**config.mk**
```make
export PLATFORM = sky130hd
export DESIGN_NAME = alu_operand_stage_flat
export DESIGN_NICKNAME = d
export VERILOG_FILES = /design/src/rtl/alu_operand_stage_if.sv /design/src/rtl/alu_operand_stage.sv /design/src/flat_wrapper.sv
export SDC_FILE = /design/constraint.sdc
export NUM_CORES = 1
export LEC_CHECK = 0
export CORE_ASPECT_RATIO = 0.7
export CORE_MARGIN = 10
export CORE_UTILIZATION = 38
export CTS_CLUSTER_DIAMETER = 30
export CTS_CLUSTER_SIZE = 24
export DETAILED_ROUTE_END_ITERATION = 7
export PLACE_DENSITY = 0.81
export SLEW_MARGIN = 20
export SYNTH_ARGS = -nofsm -noshare
export SYNTH_HDL_FRONTEND = slang
export SYNTH_SLANG_ARGS = --single-unit
```
**constraint.sdc**
```tcl
create_clock -name clk -period 1.8 [get_ports clk]
set_input_delay 0.27 -clock clk [delete_from_list [all_inputs] [get_ports clk]]
set_output_delay 0.27 -clock clk [all_outputs]
set_load 0.1 [all_outputs]
```
**src/rtl/alu_operand_stage_if.sv**
```systemverilog
// Bundled handshake and operand bus for the ID/EX operand-select stage.
// The master side drives operands and forwarding sources; the slave is the stage itself.
interface alu_operand_stage_if #(
    parameter int WIDTH  = 32,
    parameter int IMM_W  = 16,
    parameter int REG_AW = 5,
    parameter int CNT_W  = 16
);
    logic              in_valid;
    logic              in_ready;
    logic [REG_AW-1:0] rs_addr;
    logic [REG_AW-1:0] rt_addr;
    logic [WIDTH-1:0]  rs_data;
    logic [WIDTH-1:0]  rt_data;
    logic [IMM_W-1:0]  imm;
    logic [1:0]        alu_src;
    logic              exmem_we;
    logic [REG_AW-1:0] exmem_rd;
    logic [WIDTH-1:0]  exmem_result;
    logic              memwb_we;
    logic [REG_AW-1:0] memwb_rd;
    logic [WIDTH-1:0]  memwb_result;
    logic              out_valid;
    logic              out_ready;
    logic [WIDTH-1:0]  op_a;
    logic [WIDTH-1:0]  op_b;
    logic [WIDTH-1:0]  store_data;
    logic [CNT_W-1:0]  stall_cnt;

    modport master (
        output in_valid, rs_addr, rt_addr, rs_data, rt_data, imm, alu_src,
               exmem_we, exmem_rd, exmem_result, memwb_we, memwb_rd, memwb_result,
               out_ready,
        input  in_ready, out_valid, op_a, op_b, store_data, stall_cnt
    );

    modport slave (
        input  in_valid, rs_addr, rt_addr, rs_data, rt_data, imm, alu_src,
               exmem_we, exmem_rd, exmem_result, memwb_we, memwb_rd, memwb_result,
               out_ready,
        output in_ready, out_valid, op_a, op_b, store_data, stall_cnt
    );
endinterface

```
**src/rtl/alu_operand_stage.sv**
```systemverilog
// Registered ID/EX operand select with optional EX/MEM and MEM/WB forwarding.
// Define ALU_OPERAND_FORWARD_EN to compile the forwarding paths; otherwise register-file data is used.
module alu_operand_stage #(
    parameter int WIDTH  = 32,
    parameter int IMM_W  = 16,
    parameter int REG_AW = 5,
    parameter int CNT_W  = 16
) (
    input logic               clk,
    input logic               rst_n,
    alu_operand_stage_if.slave bus
);
    // Handshake: a beat transfers on a rising edge where valid && ready.
    // The input side is ready whenever the output register is empty or being drained.
    logic              accept;
    logic [REG_AW-1:0] rs_addr;
    logic [REG_AW-1:0] rt_addr;
    logic [WIDTH-1:0]  rs_fwd;
    logic [WIDTH-1:0]  rt_fwd;
    logic [WIDTH-1:0]  imm_sext;
    logic [WIDTH-1:0]  imm_zext;
    logic [WIDTH-1:0]  imm_lui;
    logic [WIDTH-1:0]  op_b_sel;

    logic              out_valid_q, out_valid_d;
    logic [WIDTH-1:0]  op_a_q, op_a_d;
    logic [WIDTH-1:0]  op_b_q, op_b_d;
    logic [WIDTH-1:0]  store_data_q, store_data_d;
    logic [CNT_W-1:0]  stall_cnt_q, stall_cnt_d;

    assign rs_addr      = bus.rs_addr;
    assign rt_addr      = bus.rt_addr;
    assign bus.in_ready = !out_valid_q || bus.out_ready;
    assign accept       = bus.in_valid && bus.in_ready;

    generate
        if (IMM_W == WIDTH) begin : g_full_imm
            assign imm_sext = bus.imm;
            assign imm_lui  = bus.imm;
        end else begin : g_ext_imm
            assign imm_sext = {{(WIDTH-IMM_W){bus.imm[IMM_W-1]}}, bus.imm};
            assign imm_lui  = {bus.imm, {(WIDTH-IMM_W){1'b0}}};
        end
    endgenerate
    assign imm_zext = WIDTH'(bus.imm);

`ifdef ALU_OPERAND_FORWARD_EN
    // EX/MEM is the younger producer, so it is checked first; r0 is hardwired zero.
    always_comb begin
        rs_fwd = bus.rs_data;
        rt_fwd = bus.rt_data;
        if (bus.exmem_we && bus.exmem_rd == rs_addr && rs_addr != '0) begin
            rs_fwd = bus.exmem_result;
        end else if (bus.memwb_we && bus.memwb_rd == rs_addr && rs_addr != '0) begin
            rs_fwd = bus.memwb_result;
        end
        if (bus.exmem_we && bus.exmem_rd == rt_addr && rt_addr != '0) begin
            rt_fwd = bus.exmem_result;
        end else if (bus.memwb_we && bus.memwb_rd == rt_addr && rt_addr != '0) begin
            rt_fwd = bus.memwb_result;
        end
    end
`else
    logic unused_fwd_inputs;
    assign unused_fwd_inputs = ^{rs_addr, rt_addr, bus.exmem_we, bus.exmem_rd, bus.exmem_result,
                                 bus.memwb_we, bus.memwb_rd, bus.memwb_result};
    assign rs_fwd = bus.rs_data;
    assign rt_fwd = bus.rt_data;
`endif

    always_comb begin
        op_b_sel = rt_fwd;
        case (bus.alu_src)
            2'd0:    op_b_sel = rt_fwd;
            2'd1:    op_b_sel = imm_sext;
            2'd2:    op_b_sel = imm_zext;
            default: op_b_sel = imm_lui;
        endcase
    end

    always_comb begin
        out_valid_d  = out_valid_q;
        op_a_d       = op_a_q;
        op_b_d       = op_b_q;
        store_data_d = store_data_q;
        stall_cnt_d  = stall_cnt_q;
        if (accept) begin
            out_valid_d  = 1'b1;
            op_a_d       = rs_fwd;
            op_b_d       = op_b_sel;
            store_data_d = rt_fwd;
        end else if (bus.out_ready) begin
            out_valid_d = 1'b0;
        end
        if (out_valid_q && !bus.out_ready && stall_cnt_q != '1) begin
            stall_cnt_d = stall_cnt_q + CNT_W'(1);
        end
    end

    always_ff @(posedge clk or negedge rst_n) begin
        if (!rst_n) begin
            out_valid_q  <= 1'b0;
            op_a_q       <= '0;
            op_b_q       <= '0;
            store_data_q <= '0;
            stall_cnt_q  <= '0;
        end else begin
            out_valid_q  <= out_valid_d;
            op_a_q       <= op_a_d;
            op_b_q       <= op_b_d;
            store_data_q <= store_data_d;
            stall_cnt_q  <= stall_cnt_d;
        end
    end

    assign bus.out_valid  = out_valid_q;
    assign bus.op_a       = op_a_q;
    assign bus.op_b       = op_b_q;
    assign bus.store_data = store_data_q;
    assign bus.stall_cnt  = stall_cnt_q;
endmodule
```
**src/flat_wrapper.sv**
```systemverilog
// flat-port wrapper written by rule: the top's interface ports become plain ports
module alu_operand_stage_flat 
#(
    parameter int WIDTH  = 32,
    parameter int IMM_W  = 16,
    parameter int REG_AW = 5,
    parameter int CNT_W  = 16
)
  (clk, rst_n, bus_in_valid, bus_rs_addr, bus_rt_addr, bus_rs_data, bus_rt_data, bus_imm, bus_alu_src, bus_exmem_we, bus_exmem_rd, bus_exmem_result, bus_memwb_we, bus_memwb_rd, bus_memwb_result, bus_out_ready, bus_in_ready, bus_out_valid, bus_op_a, bus_op_b, bus_store_data, bus_stall_cnt);
  alu_operand_stage_if #(.WIDTH(WIDTH), .IMM_W(IMM_W), .REG_AW(REG_AW), .CNT_W(CNT_W)) bus_i ();
  input logic clk;
  input logic rst_n;
  input wire logic [$bits(bus_i.in_valid)-1:0] bus_in_valid;
  input wire logic [$bits(bus_i.rs_addr)-1:0] bus_rs_addr;
  input wire logic [$bits(bus_i.rt_addr)-1:0] bus_rt_addr;
  input wire logic [$bits(bus_i.rs_data)-1:0] bus_rs_data;
  input wire logic [$bits(bus_i.rt_data)-1:0] bus_rt_data;
  input wire logic [$bits(bus_i.imm)-1:0] bus_imm;
  input wire logic [$bits(bus_i.alu_src)-1:0] bus_alu_src;
  input wire logic [$bits(bus_i.exmem_we)-1:0] bus_exmem_we;
  input wire logic [$bits(bus_i.exmem_rd)-1:0] bus_exmem_rd;
  input wire logic [$bits(bus_i.exmem_result)-1:0] bus_exmem_result;
  input wire logic [$bits(bus_i.memwb_we)-1:0] bus_memwb_we;
  input wire logic [$bits(bus_i.memwb_rd)-1:0] bus_memwb_rd;
  input wire logic [$bits(bus_i.memwb_result)-1:0] bus_memwb_result;
  input wire logic [$bits(bus_i.out_ready)-1:0] bus_out_ready;
  output wire logic [$bits(bus_i.in_ready)-1:0] bus_in_ready;
  output wire logic [$bits(bus_i.out_valid)-1:0] bus_out_valid;
  output wire logic [$bits(bus_i.op_a)-1:0] bus_op_a;
  output wire logic [$bits(bus_i.op_b)-1:0] bus_op_b;
  output wire logic [$bits(bus_i.store_data)-1:0] bus_store_data;
  output wire logic [$bits(bus_i.stall_cnt)-1:0] bus_stall_cnt;
  assign bus_i.in_valid = bus_in_valid;
  assign bus_i.rs_addr = bus_rs_addr;
  assign bus_i.rt_addr = bus_rt_addr;
  assign bus_i.rs_data = bus_rs_data;
  assign bus_i.rt_data = bus_rt_data;
  assign bus_i.imm = bus_imm;
  assign bus_i.alu_src = bus_alu_src;
  assign bus_i.exmem_we = bus_exmem_we;
  assign bus_i.exmem_rd = bus_exmem_rd;
  assign bus_i.exmem_result = bus_exmem_result;
  assign bus_i.memwb_we = bus_memwb_we;
  assign bus_i.memwb_rd = bus_memwb_rd;
  assign bus_i.memwb_result = bus_memwb_result;
  assign bus_i.out_ready = bus_out_ready;
  assign bus_in_ready = bus_i.in_ready;
  assign bus_out_valid = bus_i.out_valid;
  assign bus_op_a = bus_i.op_a;
  assign bus_op_b = bus_i.op_b;
  assign bus_store_data = bus_i.store_data;
  assign bus_stall_cnt = bus_i.stall_cnt;
  alu_operand_stage #(.WIDTH(WIDTH), .IMM_W(IMM_W), .REG_AW(REG_AW), .CNT_W(CNT_W)) u_core (.clk(clk), .rst_n(rst_n), .bus(bus_i));
endmodule
```
Yosys cells after proc, flatten, opt, wreduce, memory -nomap -nowiden
Index checks and enable logic that the tools add are counted.

Register bits: 113. Bits in latches: 0. Bits in writable memories: 0. ROM bits: 0. Input port bits: 172. Output and inout port bits: 114. Logic and storage cells: 20. Memories kept: 0.

$add $sub $neg: 1. $mul: 0. Div/mod/pow operators: 0. Magnitude comparators: 0. Equality and inequality tests: 3. Shift-type cells: 0. Muxes and demuxes: 3. Bitwise logic cells: 0. Reduce and logical (&&, ||, !) cells: 8.

Operator list (number): case mux 32 bit (3 select lines) (1); adder 16 x 1 -> 16 bit (second input constant) (1); != test 16 bit (second input constant) (1); logical AND 1 bit (3); equality test 2 x 1 -> 1 bit (second input constant) (1); equality test 2 bit (second input constant) (1); logical NOT 1 bit (2); logical NOT 2 bit (1); 2-to-1 mux 1 bit (2); nonzero test 2 bit (1); logical OR 1 bit (1).

Longest topological paths before layout
Gate-level depths: netlist of run 1.

Depth after elaboration: 4. Depth in mapped cells: 6. Depth with buffers taken out: 5.

Worst setup path after synthesis of run 1
OpenSTA, ideal clock, no wires.

Path kind: register -> register. Start: register u_core.out_valid_q, in the netlist u_core.bus.out_valid. End: register u_core.stall_cnt_q[4], in the netlist u_core.bus.stall_cnt[4]. Setup time: 0.159 ns. Arrival time: 2.351 ns. Data required time: 1.641 ns. Setup slack: -0.710 ns. Cell stages (with the launch flop): 6. Path buffers: 1. Period minus slack after synthesis: 2.510 ns. Cells stage by stage: dfrtp_1 -> nand2b_2 -> a41oi_4 -> buf_6 -> nand4_2 -> xnor2_1.

Longest elaborated chain between the ends: 2.

RTL lines: start: declaration (line alu_operand_stage.sv:25) `logic out_valid_q, out_valid_d;`; start signal: assignment (line alu_operand_stage.sv:108) `out_valid_q <= out_valid_d;`; logical AND 1 bit (2 in series) (line alu_operand_stage.sv:95) `if (out_valid_q && !bus.out_ready && stall_cnt_q != '1) begin`; end signal: assignment (line alu_operand_stage.sv:112) `stall_cnt_q <= stall_cnt_d;`; end: declaration (line alu_operand_stage.sv:29) `logic [CNT_W-1:0] stall_cnt_q, stall_cnt_d;`.

Every way passes these cells. A chain may end at the register's enable or synchronous reset.

Worst setup path in the final report of run 1
Start: register u_core.stall_cnt_q[1], in the netlist u_core.bus.stall_cnt[1]. End: register u_core.stall_cnt_q[13], in the netlist u_core.bus.stall_cnt[13].

Longest elaborated chain between the ends: 2. Elaborated cells on any way between the ends: 3. Those cells by class: 1 x add/sub; 1 x eq/ne; 1 x reduce/logical.

RTL lines: branches (longest 2 deep; another with adder 16 x 1 -> 16 bit).

Several ways; the timed one is not identified.

==> results of run 1 <==
## flip-flops by register name (all words and copies together), names as in the netlist
signal / flops
u_core.bus.store_data: 32
u_core.bus.out_valid: 1
u_core.bus.stall_cnt: 16
u_core.bus.op_a: 32
u_core.bus.op_b: 32
## worst max-delay path: stages, from the launching register on
cell     delay [ns]
dfrtp_4        0.49
ha_4           0.18
and4_4         0.21
a41oi_4        0.27
buf_4          0.19
nand3_1        0.08
xnor2_1        0.15
## placed cells by master, fill, tap and decap left out, types with 2 or more instances in the layout
master,Yosys,routed
nand2_1,233,232
buf_4,1,103
dfrtp_1,113,96
clkdlybuf4s50_1,0,83
nor2_1,38,37
buf_12,0,37
nand3_1,20,20
a21oi_1,17,17
clkbuf_16,0,17
a31oi_1,16,16
o21ai_0,16,16
mux2i_1,15,15
dfrtp_2,0,14
xnor2_1,11,11
clkinv_2,0,7
nand4_1,4,4
and3_1,3,3
xor2_1,3,3
dfrtp_4,0,3
nand2b_1,2,2
and4_4,1,2
and4_1,2,2
mux2_2,2,2
nand4_2,2,2
clkbuf_8,0,2
clkinvlp_4,0,2
clkbuf_1,14,2
## cells by family after synthesis
| logic type | after synthesis | share of synthesized area, % |
|---|---|---|
| and+or+nand+nor | 313 | 26.5 |
| muxes | 17 | 3.54 |
| adders and majority gates | 1 | 0.257 |
| xor gates and xnor gates | 14 | 2.52 |
| DFF | 113 | 58.1 |
| buffers and inverters | 32 | 3.11 |
| AOI/OAI and AO/OA | 50 | 6.01 |
## power groups by stage
stage          clock network (mW)  logic [mW]  registers (mW)
2_1_floorplan                   0       0.554            5.84
3_3_place_gp                    0        4.62            3.24
3_5_place_dp                    0        4.68            3.28
4_1_cts                      3.19        4.69            3.24
5_1_grt                      3.30        4.84            3.28
6_report                     3.12        4.65            3.24
## cells in the mapped netlist (all sizes together)
cell    instances
xnor2          11
o21ai          16
a41oi           1
nand4           6
a21oi          17
nand2         233
a31oi          16
mux2i          15
buf            17
nor2b           1
clkbuf         15
xor2            3
and2            1
dfrtp         113
mux2            2
and3            3
nor3            2
and4            5
nor2           38
nand3b          1
ha              1
nand3          20
nand2b          3
## layer usage
metal  GRT usage, %  up-vias
li1               -     2183
met2           27.5      182
met4           4.91        0
met3           9.95        9
met1           21.7     2170
met5              0        -
## final cells by class
cell class              instances  share of cell area, %
repair buffers                225                   29.9
multi-input cells             395                   24.4
clock buffers                  21                   5.84
flip-flops and latches        113                   36.2
clock inverters                11                   1.13
well taps                     162                   2.57
## timing repair
item                                    in CTS  in global routing
endpoints found under the hold margin       57                  0
setup buffers                                0                  2
hold buffers                                 1                  0
endpoints found under the setup margin       0                  2
## path summary, 6_finish.rpt
check	from	endpoint	slack [ns]	cells past startpoint
worst max register to register	u_core.bus.stall_cnt[1]$_DFFE_PN0P_	u_core.bus.stall_cnt[13]$_DFFE_PN0P_	0.12	6
worst max-delay path	u_core.bus.stall_cnt[1]$_DFFE_PN0P_	u_core.bus.stall_cnt[13]$_DFFE_PN0P_	0.12	6
max in group asynchronous	rst_n	u_core.bus.stall_cnt[11]$_DFFE_PN0P_	0.83	3
min in group clk	bus_alu_src[0]	u_core.bus.op_b[16]$_DFFE_PN0P_	0.34	3
worst min-delay path	rst_n	u_core.bus.op_a[22]$_DFFE_PN0P_	0.18	2
worst min register to register	u_core.bus.store_data[30]$_DFFE_PN0P_	u_core.bus.store_data[30]$_DFFE_PN0P_	0.47	2
==> run summary, run 1 <==
The relative contribution of the clock network to total power is 28.3%. The share of power burned in registers came out at 29.4%. The worst setup path is captured at a flip-flop.

0 antenna diodes ended up in the layout. The count of vias placed by the detailed router came out at 4544. The worst voltage drop across the vdd grid came out at 1.13 mV. The overall die area is about 0.018 sq mm. The routed metal-1 wire length came out at 6870 microns.

The width of the die came out at 155 microns. A synthesized cell averages 9.02 sq um. The post-route minimum period is ~1.7 ns. The switching share of power is 44.5%. The final-layout worst hold slack came out at between 0.15 and 0.2 ns. Counting flops and latches in the post-synthesis netlist gives between 100 and 150. The net switching power is 4.90 mW. The highest metal layer carrying signal wires in the routed design is met4. The max-slew violation total from the final report came out at 0. The count of routing violations after the opening detailed-route iteration came out at 245.

The class of the most critical hold timing path is in2async. The area growth from synthesis to layout is 62.0%. The post-route standard cell area excluding fillers is between 0.007 and 0.008 sq mm. The cell area that synthesis handed to floorplanning was 0.00487 sq mm. The tree is rooted in a clkbuf_16. The placement-stage worst setup slack is 0.0163 ns. In this run the biggest area consumer among cell types represents 58.1% of the synthesized area. After detailed routing, the number of remaining DRC violations is 0.

In this run the remaining antenna-violating nets after routing total 0. The routed wire length on met2 came out at 7360 microns. Dividing the detail-routed wire length by the instance count gives 17.5 microns.

The weighted congestion at the end of routability-driven global placement came out at slightly below 0.9. The run finished with clean final reports. The share of post-route cells with drive strength above 1 came out at 26.4%. The Yosys warning count is 0.

The first detailed-routing pass took 5 iterations. The first global-routing pass estimated 25600 microns of wire. The number of standard cells after synthesis came out at 540.

The final setup slack of the worst path is 0.115 ns. The all-layer global routing usage came out at 18.1%. The number of max-cap violations is 0. Registers take between 0.002 and 0.003 sq mm. The post-route clock period utilization is 93.6%. The number of antenna violations at the first check in global routing came out at 0. Dividing total power by cell area gives a power density of 1400 mW/mm^2. The net count of the finished layout is 925. The via density per instance came out at 4.90.

TritonCTS built the clock tree. The total of cells resized after clock tree synthesis is 0. Setup violations remaining at the end of the flow were counted as 0. The global-route congestion overflow total came out at 0. The slew at the pin closest to its max-slew limit came out at 0.611 ns. The effective utilization at floorplan came out at 39.1%.

The data required time at the worst endpoint came out at 2.08 ns. Per report_power, the combinational group accounts for between 40% and 50% of the total. The core box area is roughly 0.012 sq mm. The clock tree synthesis step divided the H-tree into 4 levels.

The arrival time of the worst setup path is 1.96 ns. The clock net in this run drives a total of roughly 110 sinks. The post-detailed-placement half-perimeter wirelength is 12200 microns. Timing would allow up to between 0.5 and 0.6 GHz. Yosys attributes the largest share of cell area to dfrtp_1 58%, nand2_1 18%, mux2i_1 3.1%, nor2_1 2.9%, a31oi_1 2.1%.

Setup repair after global routing left no endpoint under its margin. The share of the yosys chip area belonging to registers is 58.1%. The total internal power is 6.11 mW. Clock tree synthesis inserted a total of 17 buffers.

The total negative slack for setup checks is 0 ns. The pin count of the biggest net entering global routing is approximately 110. Including well taps, the total number of placed cells is 892. The multi-input combinational cells in the finished layout cover a total of 0.00192 sq mm. Detailed routing placed a total of 1870 microns of wire on met3. The unique cell type count in the Yosys netlist is 31. The die is ~110 microns tall. The kind of start point of the critical path is a flip-flop. The post-place instance area came out at 0.00732 sq mm. The total detailed-routing wirelength came out at approximately 16000 microns.

Summed over all cells, the static leakage comes to 3.82 nW. The clock arrives with approximately 0.011 ns of skew. The number of primary I/O pins is roughly 290. After clock tree synthesis, the clock-pin slew on the worst setup and hold paths is 0.06 ns. The clock latency at the later pin of the worst-skew pair is 0.41 ns.

The number of standard cells in the final layout excluding fillers is 927. The critical path class is reg2reg. The overall power consumption came out at 11.0 mW. Summed over all instances, the cell type with the most area after synthesis is dfrtp_1. The number of hold violations in the final report came out at 0. The net count of the mapped netlist is between 700 and 800.

In this run the deepest clock path goes through 2 buffers. Counting the fill cells in the layout gives 982. The number of port buffers is 199. The max-slew headroom at the worst pin came out at 59.3%. The number of global-route vias before repair is roughly 4700. For this run, the share of the core covered by cells in the final layout is 63.3%.

Along the worst path, the maximum fanout reaches 9. The standard-cell row count came out at 34.
(Power assumes the default switching activity.)
==> run 2, diff against run 1 <==
CORE_UTILIZATION = 60   (was 38)
DONT_BUFFER_PORTS = 1   (was unset)
PLACE_DENSITY = 0.76   (was 0.81)
==> run 2 against run 1 <==
Effect of this change: the flow now finishes with violations (hold timing); final cell count fell by 11%; register-to-register slack got worse by 0.03 ns; global-route usage rose by 13 points; final area fell by 9.5%; clock power rose by 16%; fmax fell by 1.6%; clock skew fell by 0.0038 ns; sequential power fell by 4%; wire length rose by 20%; sequential share of layout area rose by 3.8 points; critical endpoint is now u_core.bus.stall_cnt[15]$_DFFE_PN0P_; highest routed layer unchanged.
==> run summary, run 2 (synthesized netlist as in run 1, its figures left out) <==
The flow ran to the end, but the final reports show violations. The final reports fail on hold timing. The share of post-route cells with drive strength above 1 came out at 25.7% (-0.72 points). The global-route congestion overflow total came out at 0 (unchanged). The number of max-cap violations was 0 (unchanged).

The number of antenna violations at the first check in global routing came to 0 (unchanged). The y dimension of the die is 95.4 microns (-17%). The register area was 0.00286 sq mm (unchanged).

The effective utilization at floorplan is 61.9% (+23 points). The count of vias placed by the detailed router came out at 5030 (+11%). The count of routing violations after the opening detailed-route iteration is 485 (+98%). The core box area came to 0.00787 sq mm (-37%). The layout filler cell count came out at 322 (-67%). STA classifies the critical path startpoint as a flip-flop.

The via density per instance is 6.07 (+24%). The total internal power is 6.17 mW (+1.0%). The final setup slack of the worst path came to 0.0878 ns (-0.0277 ns). The max-slew headroom at the worst pin came out at 51.1% (-8.2 points). The sum of met3 wire segment lengths after detailed routing is 2380 microns (+27%). The placement-stage worst setup slack is 0.102 ns (+0.0853 ns). The number of global-route vias before repair was 5425 (+15%). The data required time at the worst endpoint came out at 2.08 ns (about the same). The final clock skew came out at 0.00729 ns (-0.00383 ns). The leakage power was 3.58 nW (-6.2%).

The post-route standard cell area excluding fillers came to 0.00714 sq mm (-9.5%). The worst voltage drop across the vdd grid is 1.20 mV (+6.2%). The max-slew violation total from the final report came out at 0 (unchanged). The relative contribution of the clock network to total power is 32.7% (+4.4 points).

The min-delay analysis places its worst path in the category in2async. The overall die area is 0.0122 sq mm (-32%). The clock latency at the later pin of the worst-skew pair came out at 0.42 ns (about the same). The number of buffers between clock root and the deepest sink came out at 2 (unchanged). The number of detailed-routing iterations run before antenna repair came out at 6 (+1). The post-route clock period utilization came to 95.1% (+1.5 points). The antenna violation net count after detailed routing is 0 (unchanged). Setup repair after global routing left no endpoint under its margin. The layout net count is 889 (-3.9%).

STA classifies the critical path endpoint as a flip-flop. The number of buffers created by CTS is 17 (unchanged). The hold-fix buffer count after cts is 64 (+63). The number of port buffers is 0 (-100%). The number of hold violations in the final report was 113 (+113). The global-route wire length before repair is 29000 microns (+13%). The library cell used most frequently in the layout, excluding fill and tap cells, is nand2_1. The critical path class is reg2reg. The switching share of power is 44.4% (-0.099 points).

The total negative slack for setup checks was 0 ns (unchanged). The post-place instance area is 0.00586 sq mm (-20%). The number of primary I/O pins is 286 (unchanged). The post-route minimum period is 1.71 ns (+0.0277 ns). The routed metal-1 wire length came out at 5910 microns (-14%). The power share of the combinational group is 39.2% (-3.1 points). The slew at the pin closest to its max-slew limit is 0.730 ns (+0.120 ns). The cell sitting at the root of the clock tree is a clkbuf_16. The standard-cell row count was 27 (-21%). The share of power burned in registers came to 28.1% (-1.3 points). The highest attainable clock frequency came out at 0.584 GHz (-1.6%). The wire length per cell after detailed routing came out at 23.5 microns (+35%). The count of final setup violators is 0 (unchanged). From synthesis to final layout, the design area changed by 46.6%. The pin count of the biggest net entering global routing came out at 114 (+0.88%). The post-detailed-placement half-perimeter wirelength came to 10700 microns (-12%). The number of buffers inserted by post-CTS setup repair is 0 (unchanged). The all-layer global routing usage is 30.8% (+13 points). The library cells used most frequently in the layout, excluding fill and tap cells, are 232 x nand2_1, 123 x buf_4, 96 x dfrtp_1. The detailed-route DRC error count came out at 0 (unchanged).

The count of clock tree sinks came out at 113 (unchanged). The signal on the critical path passes through buf_4 -> nand3_1 -> nor3_4 -> nand4_2 -> xnor2_1. TritonCTS built the clock tree. The width of the die was 128 microns (-18%). The maximum fanout count along the critical path is 5 (-4). The arrival time of the worst setup path came to 1.99 ns (+0.03 ns). The cell area power density was 1550 mW/mm^2 (+11%). The total detailed-routing wirelength came to 19500 microns (+20%). The area of combinational cells with multiple inputs came out at 0.00193 sq mm (+0.20%). The antenna diode count was 0 (unchanged). The routed wire length on met2 came to 10100 microns (+37%). For this design, the slowest cell found on the critical path is dfrtp_4. The register clock-pin slew on the reported worst setup and hold paths was 0.06 ns (about the same).

The H-tree depth came out at 4 (unchanged). Signal routing reaches up to met4. The weighted congestion at the end of routability-driven global placement came out at 0.816 (-6.6%). The final-layout worst hold slack came out at -0.449 ns (-0.634 ns). The longest individual stage delay on the worst path came out at 0.42 ns (-0.07 ns). The net switching power came to 4.93 mW (+0.59%).
-- run 2: path summary, 6_finish.rpt --
check,startpoint,to,slack (ns),depth (start not counted)
worst max-delay path,u_core.bus.stall_cnt[1]$_DFFE_PN0P_,u_core.bus.stall_cnt[15]$_DFFE_PN0P_,0.09,5
worst min-delay path,rst_n,u_core.bus.op_b[19]$_DFFE_PN0P_,-0.45,0
worst max register to register,u_core.bus.stall_cnt[1]$_DFFE_PN0P_,u_core.bus.stall_cnt[15]$_DFFE_PN0P_,0.09,5
worst min register to register,u_core.bus.op_a[26]$_DFFE_PN0P_,u_core.bus.op_a[26]$_DFFE_PN0P_,0.48,2
max in group asynchronous,rst_n,u_core.bus.op_b[24]$_DFFE_PN0P_,2.07,0
min in group clk,bus_rt_data[18],u_core.bus.op_b[18]$_DFFE_PN0P_,0,2
-- run 2: routing by layer --
layer  up-vias  global-route usage, %
li1       2100                      -
met1      2430                   28.6
met2       387                   53.9
met3       113                   14.2
met4         0                   21.6
met5         -                      0
-- run 2: area by class of cell --
| type | instances | share of cell area, % |
|---|---|---|
| repair buffers | 189 | 22.5 |
| clock buffers | 21 | 6.59 |
| multi-input cells | 395 | 27.0 |
| well taps | 101 | 1.77 |
| flip-flops and latches | 113 | 40.0 |
| clock inverters | 10 | 2.21 |
-- run 2: worst max-delay path: cells and delay by family (launching register included) --
family | cells | cell delay (ns)
and+or+nand+nor | 3 | 0.68
buffers and inverters | 1 | 0.31
DFF | 1 | 0.42
xor gates and xnor gates | 1 | 0.16
-- run 2: through the flow --
step	cells	power, mW	hold WS [ns]	util, %
finish	829	11.1	-0.449	90.7
global route	829	11.3	-0.463	90.7
CTS	829	10.9	-0.450	90.6
detailed placement	734	7.25	-0.0219	74.5
global placement	734	7.16	-0.0217	74.5
floorplan	540	6.39	-0.0256	-
-- run 2: what timing repair did --
item,4_1_cts,5_1_grt
gates resized for setup,0,1
endpoints found under the hold margin,177,113
setup endpoints to repair,0,4
-- run 2: power by group through the flow --
stage	registers, mW	clock network (mW)	logic (mW)
after floorplan	5.84	0	0.554
after global placement	3.09	0	4.07
after detailed placement	3.12	0	4.14
after CTS	3.09	3.55	4.28
after global routing	3.13	3.73	4.48
final	3.12	3.63	4.36
